## config.mk

```make
export PLATFORM = sky130hd
export DESIGN_NAME = mux_uart
export DESIGN_NICKNAME = d
export VERILOG_FILES = /design/src/rtl/mux_uart.sv
export SDC_FILE = /design/constraint.sdc
export NUM_CORES = 1
export LEC_CHECK = 0
export ABC_AREA = 1
export ABC_CLOCK_PERIOD_IN_PS = 3700
export CAP_MARGIN = 10
export CORE_MARGIN = 2
export CORE_UTILIZATION = 59
export DETAILED_ROUTE_END_ITERATION = 16
export PLACE_DENSITY = 0.85
export SLEW_MARGIN = 25
export SYNTH_ARGS = -nofsm -noshare
export SYNTH_HDL_FRONTEND = slang
export SYNTH_SLANG_ARGS = --single-unit
```

## constraint.sdc

```tcl
create_clock -name clock -period 3.7 [get_ports clock]
set_input_delay 0.555 -clock clock [delete_from_list [all_inputs] [get_ports clock]]
set_output_delay 0.555 -clock clock [all_outputs]
set_load 0.1 [all_outputs]
```

## src/rtl/mux_uart.sv

```systemverilog
// mux_uart: memory-mapped 8N1 serial port at the MUX 0 status/data addresses.
// Status at BASE: {4'b0, FRAMING_ERR, OVERRUN, TX_READY, RX_FULL}; data at BASE+1.
// TX is a two-byte queue (holding + shift register); RX is a single receive register.
module mux_uart #(
  parameter logic [15:0] BASE         = 16'hF200,
  parameter int          CLKS_PER_BIT = 16
) (
  input  logic        clock,
  input  logic        reset_n,
  input  logic [15:0] address,
  input  logic        write_en,
  input  logic        read_en,
  input  logic [7:0]  data_in,
  output logic [7:0]  data_out,
  output logic        cs,
  input  logic        rxd,
  output logic        txd
);

  localparam int              CW        = (CLKS_PER_BIT > 1) ? $clog2(CLKS_PER_BIT) : 1;
  localparam logic [CW-1:0]   CNT_LAST  = CW'(CLKS_PER_BIT - 1);
  localparam logic [CW-1:0]   CNT_MID   = CW'(CLKS_PER_BIT / 2);
  localparam logic [15:0]     DATA_ADDR = BASE + 16'd1;

  typedef enum logic [1:0] {
    ST_IDLE  = 2'd0,
    ST_START = 2'd1,
    ST_DATA  = 2'd2,
    ST_STOP  = 2'd3
  } state_t;

  // ---------------- bus decode ----------------
  logic w_sel_stat;
  logic w_sel_data;
  logic w_tx_wr;
  logic w_stat_wr;
  logic w_rx_rd;
  logic [7:0] w_status;

  // TX state
  state_t        r_tx_state;
  logic [CW-1:0] r_tx_cnt;
  logic [2:0]    r_tx_bit;
  logic [7:0]    r_tx_shift;
  logic [7:0]    r_hold;
  logic          r_hold_full;
  logic          r_txd;

  // RX state
  logic [1:0]    r_rxd_sync;
  logic          w_rxd_s;
  state_t        r_rx_state;
  logic [CW-1:0] r_rx_cnt;
  logic [2:0]    r_rx_bit;
  logic [7:0]    r_rx_shift;
  logic          r_rx_armed;
  logic [7:0]    r_rx_data;
  logic          r_rx_full;
  logic          r_ovr;
  logic          r_ferr;

  assign w_sel_stat = (address == BASE);
  assign w_sel_data = (address == DATA_ADDR);
  assign cs         = w_sel_stat | w_sel_data;
  // Writes to the data register only land while the holding register is empty.
  assign w_tx_wr    = write_en & w_sel_data & ~r_hold_full;
  assign w_stat_wr  = write_en & w_sel_stat;
  assign w_rx_rd    = read_en & w_sel_data;
  assign w_status   = {4'b0000, r_ferr, r_ovr, ~r_hold_full, r_rx_full};
  assign w_rxd_s    = r_rxd_sync[1];
  assign txd        = r_txd;

  // Combinational read mux: status, receive data, or zero off-map.
  always_comb begin
    data_out = 8'h00;
    if (w_sel_stat)      data_out = w_status;
    else if (w_sel_data) data_out = r_rx_data;
  end

  // TX FSM: holding register fill from the bus, shift-out LSB first, back-to-back frames.
  always_ff @(posedge clock or negedge reset_n) begin
    if (!reset_n) begin
      r_tx_state  <= ST_IDLE;
      r_tx_cnt    <= '0;
      r_tx_bit    <= 3'd0;
      r_tx_shift  <= 8'h00;
      r_hold      <= 8'h00;
      r_hold_full <= 1'b0;
      r_txd       <= 1'b1;
    end else begin
      // Bus fill and FSM drain never coincide: one needs the holding register empty, the other full.
      if (w_tx_wr) begin
        r_hold      <= data_in;
        r_hold_full <= 1'b1;
      end
      case (r_tx_state)
        ST_IDLE: begin
          if (r_hold_full) begin
            r_tx_shift  <= r_hold;
            r_hold_full <= 1'b0;
            r_txd       <= 1'b0;
            r_tx_cnt    <= '0;
            r_tx_state  <= ST_START;
          end
        end
        ST_START: begin
          if (r_tx_cnt == CNT_LAST) begin
            r_tx_cnt   <= '0;
            r_txd      <= r_tx_shift[0];
            r_tx_shift <= {1'b0, r_tx_shift[7:1]};
            r_tx_bit   <= 3'd0;
            r_tx_state <= ST_DATA;
          end else begin
            r_tx_cnt <= r_tx_cnt + 1'b1;
          end
        end
        ST_DATA: begin
          if (r_tx_cnt == CNT_LAST) begin
            r_tx_cnt <= '0;
            if (r_tx_bit == 3'd7) begin
              r_txd      <= 1'b1;
              r_tx_state <= ST_STOP;
            end else begin
              r_txd      <= r_tx_shift[0];
              r_tx_shift <= {1'b0, r_tx_shift[7:1]};
              r_tx_bit   <= r_tx_bit + 3'd1;
            end
          end else begin
            r_tx_cnt <= r_tx_cnt + 1'b1;
          end
        end
        ST_STOP: begin
          if (r_tx_cnt == CNT_LAST) begin
            r_tx_cnt <= '0;
            // A queued byte starts immediately after the stop bit, no idle gap.
            if (r_hold_full) begin
              r_tx_shift  <= r_hold;
              r_hold_full <= 1'b0;
              r_txd       <= 1'b0;
              r_tx_state  <= ST_START;
            end else begin
              r_tx_state <= ST_IDLE;
            end
          end else begin
            r_tx_cnt <= r_tx_cnt + 1'b1;
          end
        end
        default: begin
          r_tx_state <= ST_IDLE;
          r_txd      <= 1'b1;
        end
      endcase
    end
  end

  // Two-flop synchronizer for the asynchronous serial input (idle high).
  always_ff @(posedge clock or negedge reset_n) begin
    if (!reset_n) r_rxd_sync <= 2'b11;
    else          r_rxd_sync <= {r_rxd_sync[0], rxd};
  end

  // RX FSM plus status flags; later assignments in this block win, so flag sets beat clears.
  always_ff @(posedge clock or negedge reset_n) begin
    if (!reset_n) begin
      r_rx_state <= ST_IDLE;
      r_rx_cnt   <= '0;
      r_rx_bit   <= 3'd0;
      r_rx_shift <= 8'h00;
      r_rx_armed <= 1'b0;
      r_rx_data  <= 8'h00;
      r_rx_full  <= 1'b0;
      r_ovr      <= 1'b0;
      r_ferr     <= 1'b0;
    end else begin
      if (w_rx_rd) r_rx_full <= 1'b0;
      if (w_stat_wr) begin
        r_ovr  <= 1'b0;
        r_ferr <= 1'b0;
      end
      case (r_rx_state)
        ST_IDLE: begin
          // After a frame the line must be seen high before another start is accepted.
          if (!r_rx_armed) begin
            if (w_rxd_s) r_rx_armed <= 1'b1;
          end else if (!w_rxd_s) begin
            r_rx_cnt   <= '0;
            r_rx_state <= ST_START;
          end
        end
        ST_START: begin
          if (r_rx_cnt == CNT_MID) begin
            if (w_rxd_s) begin
              // Line back high at mid-start: glitch, not a frame.
              r_rx_state <= ST_IDLE;
            end else begin
              r_rx_cnt   <= '0;
              r_rx_bit   <= 3'd0;
              r_rx_state <= ST_DATA;
            end
          end else begin
            r_rx_cnt <= r_rx_cnt + 1'b1;
          end
        end
        ST_DATA: begin
          if (r_rx_cnt == CNT_LAST) begin
            r_rx_cnt   <= '0;
            r_rx_shift <= {w_rxd_s, r_rx_shift[7:1]};
            if (r_rx_bit == 3'd7) r_rx_state <= ST_STOP;
            else                  r_rx_bit   <= r_rx_bit + 3'd1;
          end else begin
            r_rx_cnt <= r_rx_cnt + 1'b1;
          end
        end
        ST_STOP: begin
          if (r_rx_cnt == CNT_LAST) begin
            r_rx_cnt   <= '0;
            r_rx_armed <= 1'b0;
            r_rx_state <= ST_IDLE;
            if (w_rxd_s) begin
              // A same-edge read frees the register, so the new byte loads cleanly.
              if (!r_rx_full || w_rx_rd) begin
                r_rx_data <= r_rx_shift;
                r_rx_full <= 1'b1;
              end else begin
                r_ovr <= 1'b1;
              end
            end else begin
              r_ferr <= 1'b1;
            end
          end else begin
            r_rx_cnt <= r_rx_cnt + 1'b1;
          end
        end
        default: r_rx_state <= ST_IDLE;
      endcase
    end
  end

endmodule
```

-- Yosys cells after proc, flatten, opt, wreduce, memory -nomap -nowiden
Index checks and enable logic that the tools add are counted.
- logic and storage cells: 140
- bits in registers: 58
- output and inout port bits: 10
- equality and inequality tests: 27
- bitwise operators: 6
- reductions and logical operators: 18
- add/sub/neg operators: 4
- muxes and demuxes: 68
- operator list (kind ; count):
    $mux W8 ; 7
    $eq A16 B16 Y1 const B ; 2
    $pmux W8 S4 ; 1
    $ne A2 B2 Y1 const B ; 14
    $mux W1 ; 26
    $mux W2 ; 12
    $mux W4 ; 6
    $mux W3 ; 7
    $pmux W2 S4 ; 2
    $eq A4 B4 Y1 const B ; 3
    $pmux W3 S2 ; 2
    $pmux W4 S3 ; 1
    $reduce_and A4 Y1 ; 3
    $reduce_and A5 Y1 ; 2
    $add A4 B1 Y4 const B ; 2
    $eq A2 B2 Y1 const B ; 4
    $pmux W4 S2 ; 1
    $add A3 B1 Y3 const B ; 2
    $eq A3 B3 Y1 const B ; 2
    $reduce_and A6 Y1 ; 1
    $reduce_bool A2 Y1 ; 3
    $and A1 B1 Y1 ; 4
    $eq A2 B1 Y1 const B ; 2
    $logic_not A2 Y1 ; 2
    10 further kinds ; 12

-- Longest topological paths before layout
- word-level depth: 7
- gate-level depth with buffers: 10
- gate-level depth less buffers: 10

-- Worst setup path after synthesis
OpenSTA, ideal clock, no wires.
- path type: in2out
- from: input port address[11]
- to: output port data_out[1]
- data required time: 3.145 ns
- data arrival time: 3.110 ns
- stages on the path: 5
- slack: 0.035 ns
- path through: nor2_1 nand3_1 nor2_1 nand2_1 o21ai_0
- longest elaborated chain between the ends: 3
- elaborated cells on any way between the ends: 4
- RTL lines (element ; line ; RTL):
    start: declaration ; 10 ; input logic [15:0] address,
    $eq A16 B16 Y1 ; 63 ; assign w_sel_data = (address == DATA_ADDR);
    $mux W8 ; 77 ; else if (w_sel_data) data_out = r_rx_data;
    $mux W8 * ; 76 ; if (w_sel_stat) data_out = w_status;
    end: declaration ; 14 ; output logic [7:0] data_out,
Mark *: on every way between the ends. The rest lies on a longest branch, timed or not.

-- Worst setup path in the final report
- from: input port address[15]
- to: output port data_out[3]
Same word-level chain as after synthesis.

==> run_results.csv <==
group,metric,value,unit
synthesis,yosys.area.top_type,"dfrtp_1",
worst_setup_path,worst_setup_path_start_kind,"input pin",
worst_setup_path,crit_type,"in2out",
routing,drtIter0Drc,99,
synthesis,syn-num-nets,398,
timing,fmax,372,MHz
cts,post-cts-setup-buffers,0,
floorplanning,die_y,74.4,um
worst_hold_path,hold_path.class,"in2async",
synthesis,synth_flop_cell,"dfrtp_1",
run,maxCapViolations,0,
global_route,grt_usage,23.7,%
synthesis,syn_avg_cell_area,8.16,um2
pwr,p_seq_share,44.8,%
timing,rsz0062_at_grt,"no",
timing,setup_viol,0,
cells_and_area,area_delta_synth_final,21.8,%
floorplanning,initial_core_util,61.4,%
pwr,p_leak,1.83,nW
cts,h-tree-depth,3,
worst_setup_path,r2r_cells,6,
synthesis,synth_most_common_cell,"nand2_1",
synthesis,ys_top_cells_by_count,"nand2_1, dfrtp_1, inv_1",
synthesis,synth_area_leaders,"dfrtp_1, nand2_1, inv_1",
floorplanning,placementRows,25,
synthesis,ys_seq_elements,58,
pwr,p_int,0.00117,W
timing,timing.final.crit_share,72.6,%
timing,timing.final.crit_period,2.69,ns
worst_setup_path,r2r_setup_slack,1.80,ns
status,status,"completed",
cts,ctsHoldBuffers,0,
worst_setup_path,critical_path.startpoint,"address[15]",
cells_and_area,layout.nets,444,
timing,setup_tns,0,ns
routing,postRouteAntennaNets,0,
worst_setup_path,cp.required,3.14,ns
pwr,swShare,27.5,%
synthesis,netlist_instances,358,
synthesis,synth.top_cell.area_share,47.1,%
timing,slew-limit-headroom,35.8,%
cts,cts_resized,0,
worst_setup_path,endpoint,"data_out[3]",
placement,io_buffers,38,
pwr,p_per_area,454,nW/um2
global_route,grt_overflow_total,0,
worst_setup_path,worstReg2RegEnd,"r_tx_shift[5]",
cts,clkTransAtPathRegs,0.06,ns
worst_setup_path,cp_max_fo,7,
routing,wl_per_cell,11.6,um
timing,tightest_slew,0.960,ns
cts,cts_tree,"done",
synthesis,async_flop_share,100,%
cts,cts_buffers,9,
worst_setup_path,r2r-start,"r_tx_state[0]",
routing,via_count,2417,
cells_and_area,antenna_cells,0,
pwr,switchingPower,0.000445,W
routing,drcViolationCount,0,
cts,cts.sink_count,58,
floorplanning,chipWidth,74.4,um
cells_and_area,fill_cells,354,
routing,drt_pass1_iterations,4,
synthesis,synth_area,2920,um2
global_route,grt_pass1_vias,2358,
pwr,ir_drop,0.474,mV
global_route,grt_pass1_wl,9730,um
synthesis,synthDistinctLibCells,31,
placement,finalWeightedCongestion,0.866,
cts,ctsRootBufferMaster,"clkbuf_8",
floorplanning,die_area,5530,um2
pwr,p_clk_share,39.7,%
cts,clk_path_buf_depth,2,
worst_setup_path,cp.arrival,2.13,ns
routing,wl,5540,um
synthesis,yosysWarningCount,0,
synthesis,ys_seq_area_share,49.8,%
floorplanning,ioPinCount,39,
pwr,pwr-share-comb,15.5,%
cells_and_area,drive_above_1_share,11.5,%
global_route,antenna_found_initial,0,
synthesis,synth_enable_flop_cells,0,
timing,skew,0.0107,ns
placement,hpwl,4000,um
cts,clk_latency,0.34,ns
global_route,grt_max_degree,39,
timing,final_max_slew_viol_count,0,
worst_setup_path,crit_path_end_kind,"primary output",
floorplanning,core,4750,um2
timing,hold_viol_final,0,
pwr,total_power,0.00162,W
routing,via_per_inst,5.08,
## flip-flops by register name (all words and copies together) (netlist names), 2 cells and up, named ones only
register and cells:
r_hold 8, r_rx_data 8, r_rx_shift 8, r_tx_shift 8, r_rx_cnt 4, r_tx_cnt 4, r_rx_bit 3, r_tx_bit 3
r_rxd_sync 2, r_tx_state 2
## layout make-up
cell class	count	area (um2)	share of cell area (%)
Sequential cell	58	1460	40.9
Multi-Input combinational cell	255	1290	36.2
Timing Repair Buffer	39	360	10.1
Inverter	41	154	4.32
Clock buffer	11	141	3.97
Tap cell	67	83.8	2.36
Clock inverter	5	77.6	2.18
## critical path, cell delays in order
cell	delay (ns)
clkdlybuf4s50_1	0.46
nand2_1	0.05
inv_1	0.04
nand2_1	0.06
nor2_1	0.20
nand2_2	0.18
inv_2	0.14
nand2_1	0.06
nand2_1	0.09
buf_4	0.29
## cell usage in the layout, fill, tap and decap left out, drive strengths merged
cell type / n
or2: 1
a21oi: 7
dfrtp: 55
nor3: 2
ha: 11
nand3: 26
nand4: 2
mux2i: 2
a31oi: 7
clkdlybuf4s50: 28
xor2: 2
nand3b: 1
bufinv: 2
clkinvlp: 1
xnor2: 1
clkinv: 3
dfstp: 3
buf: 11
o31ai: 1
clkbuf: 11
o21ai: 30
inv: 40
nor2: 40
nand2: 122
## routing by layer
layer	wire (um)	GRT usage, %
met1	2450	27.5
met2	2730	39.1
met3	226	8.54
met4	138	11.5
met5	0	0
## through the flow
step / utilization [%] / std cells / hold slack, ns / cell area, um2 / setup slack, ns
floorplan: - / 358 / 0.259 / 2920 / 0.0353
global placement: 70.3 / 460 / 0.346 / 3340 / 1.08
detailed placement: 70.3 / 460 / 0.350 / 3340 / 1.03
CTS: 74.9 / 476 / 0.325 / 3560 / 1.02
global route: 74.9 / 476 / 0.357 / 3560 / 0.815
finish: 74.9 / 476 / 0.308 / 3560 / 1.01
## cell families after synthesis
kind of cell	synth area share (%)
flops	49.8
simple gates	29.6
fa+ha+maj	4.71
compound gates	8.22
xor+xnor	0.900
mux	0.685
buf+inv	6.12
## how the worst min path moves through the flow
stage,startpoint,endpoint,slack [ns],cells past startpoint
after floorplan,reset_n,asynchronous set/reset pin,0.26,0
after global placement,r_rxd_sync[0],r_rxd_sync[1],0.35,0
after detailed placement,r_rxd_sync[0],r_rxd_sync[1],0.35,0
after CTS,reset_n,r_tx_shift[0],0.32,1
after global routing,reset_n,r_tx_cnt[3],0.36,1
final,reset_n,r_tx_cnt[0],0.31,1
## power groups by stage
stage	Sequential, W	Clock [W]	Combinational (W)
after detailed placement	0.000733	0	0.000247
after floorplan	0.000724	0	0.000174
after global routing	0.000731	0.000691	0.000289
after global placement	0.000733	0	0.000239
after CTS	0.000724	0.000656	0.000253
final	0.000724	0.000642	0.000251
(Power assumes the default switching activity.)
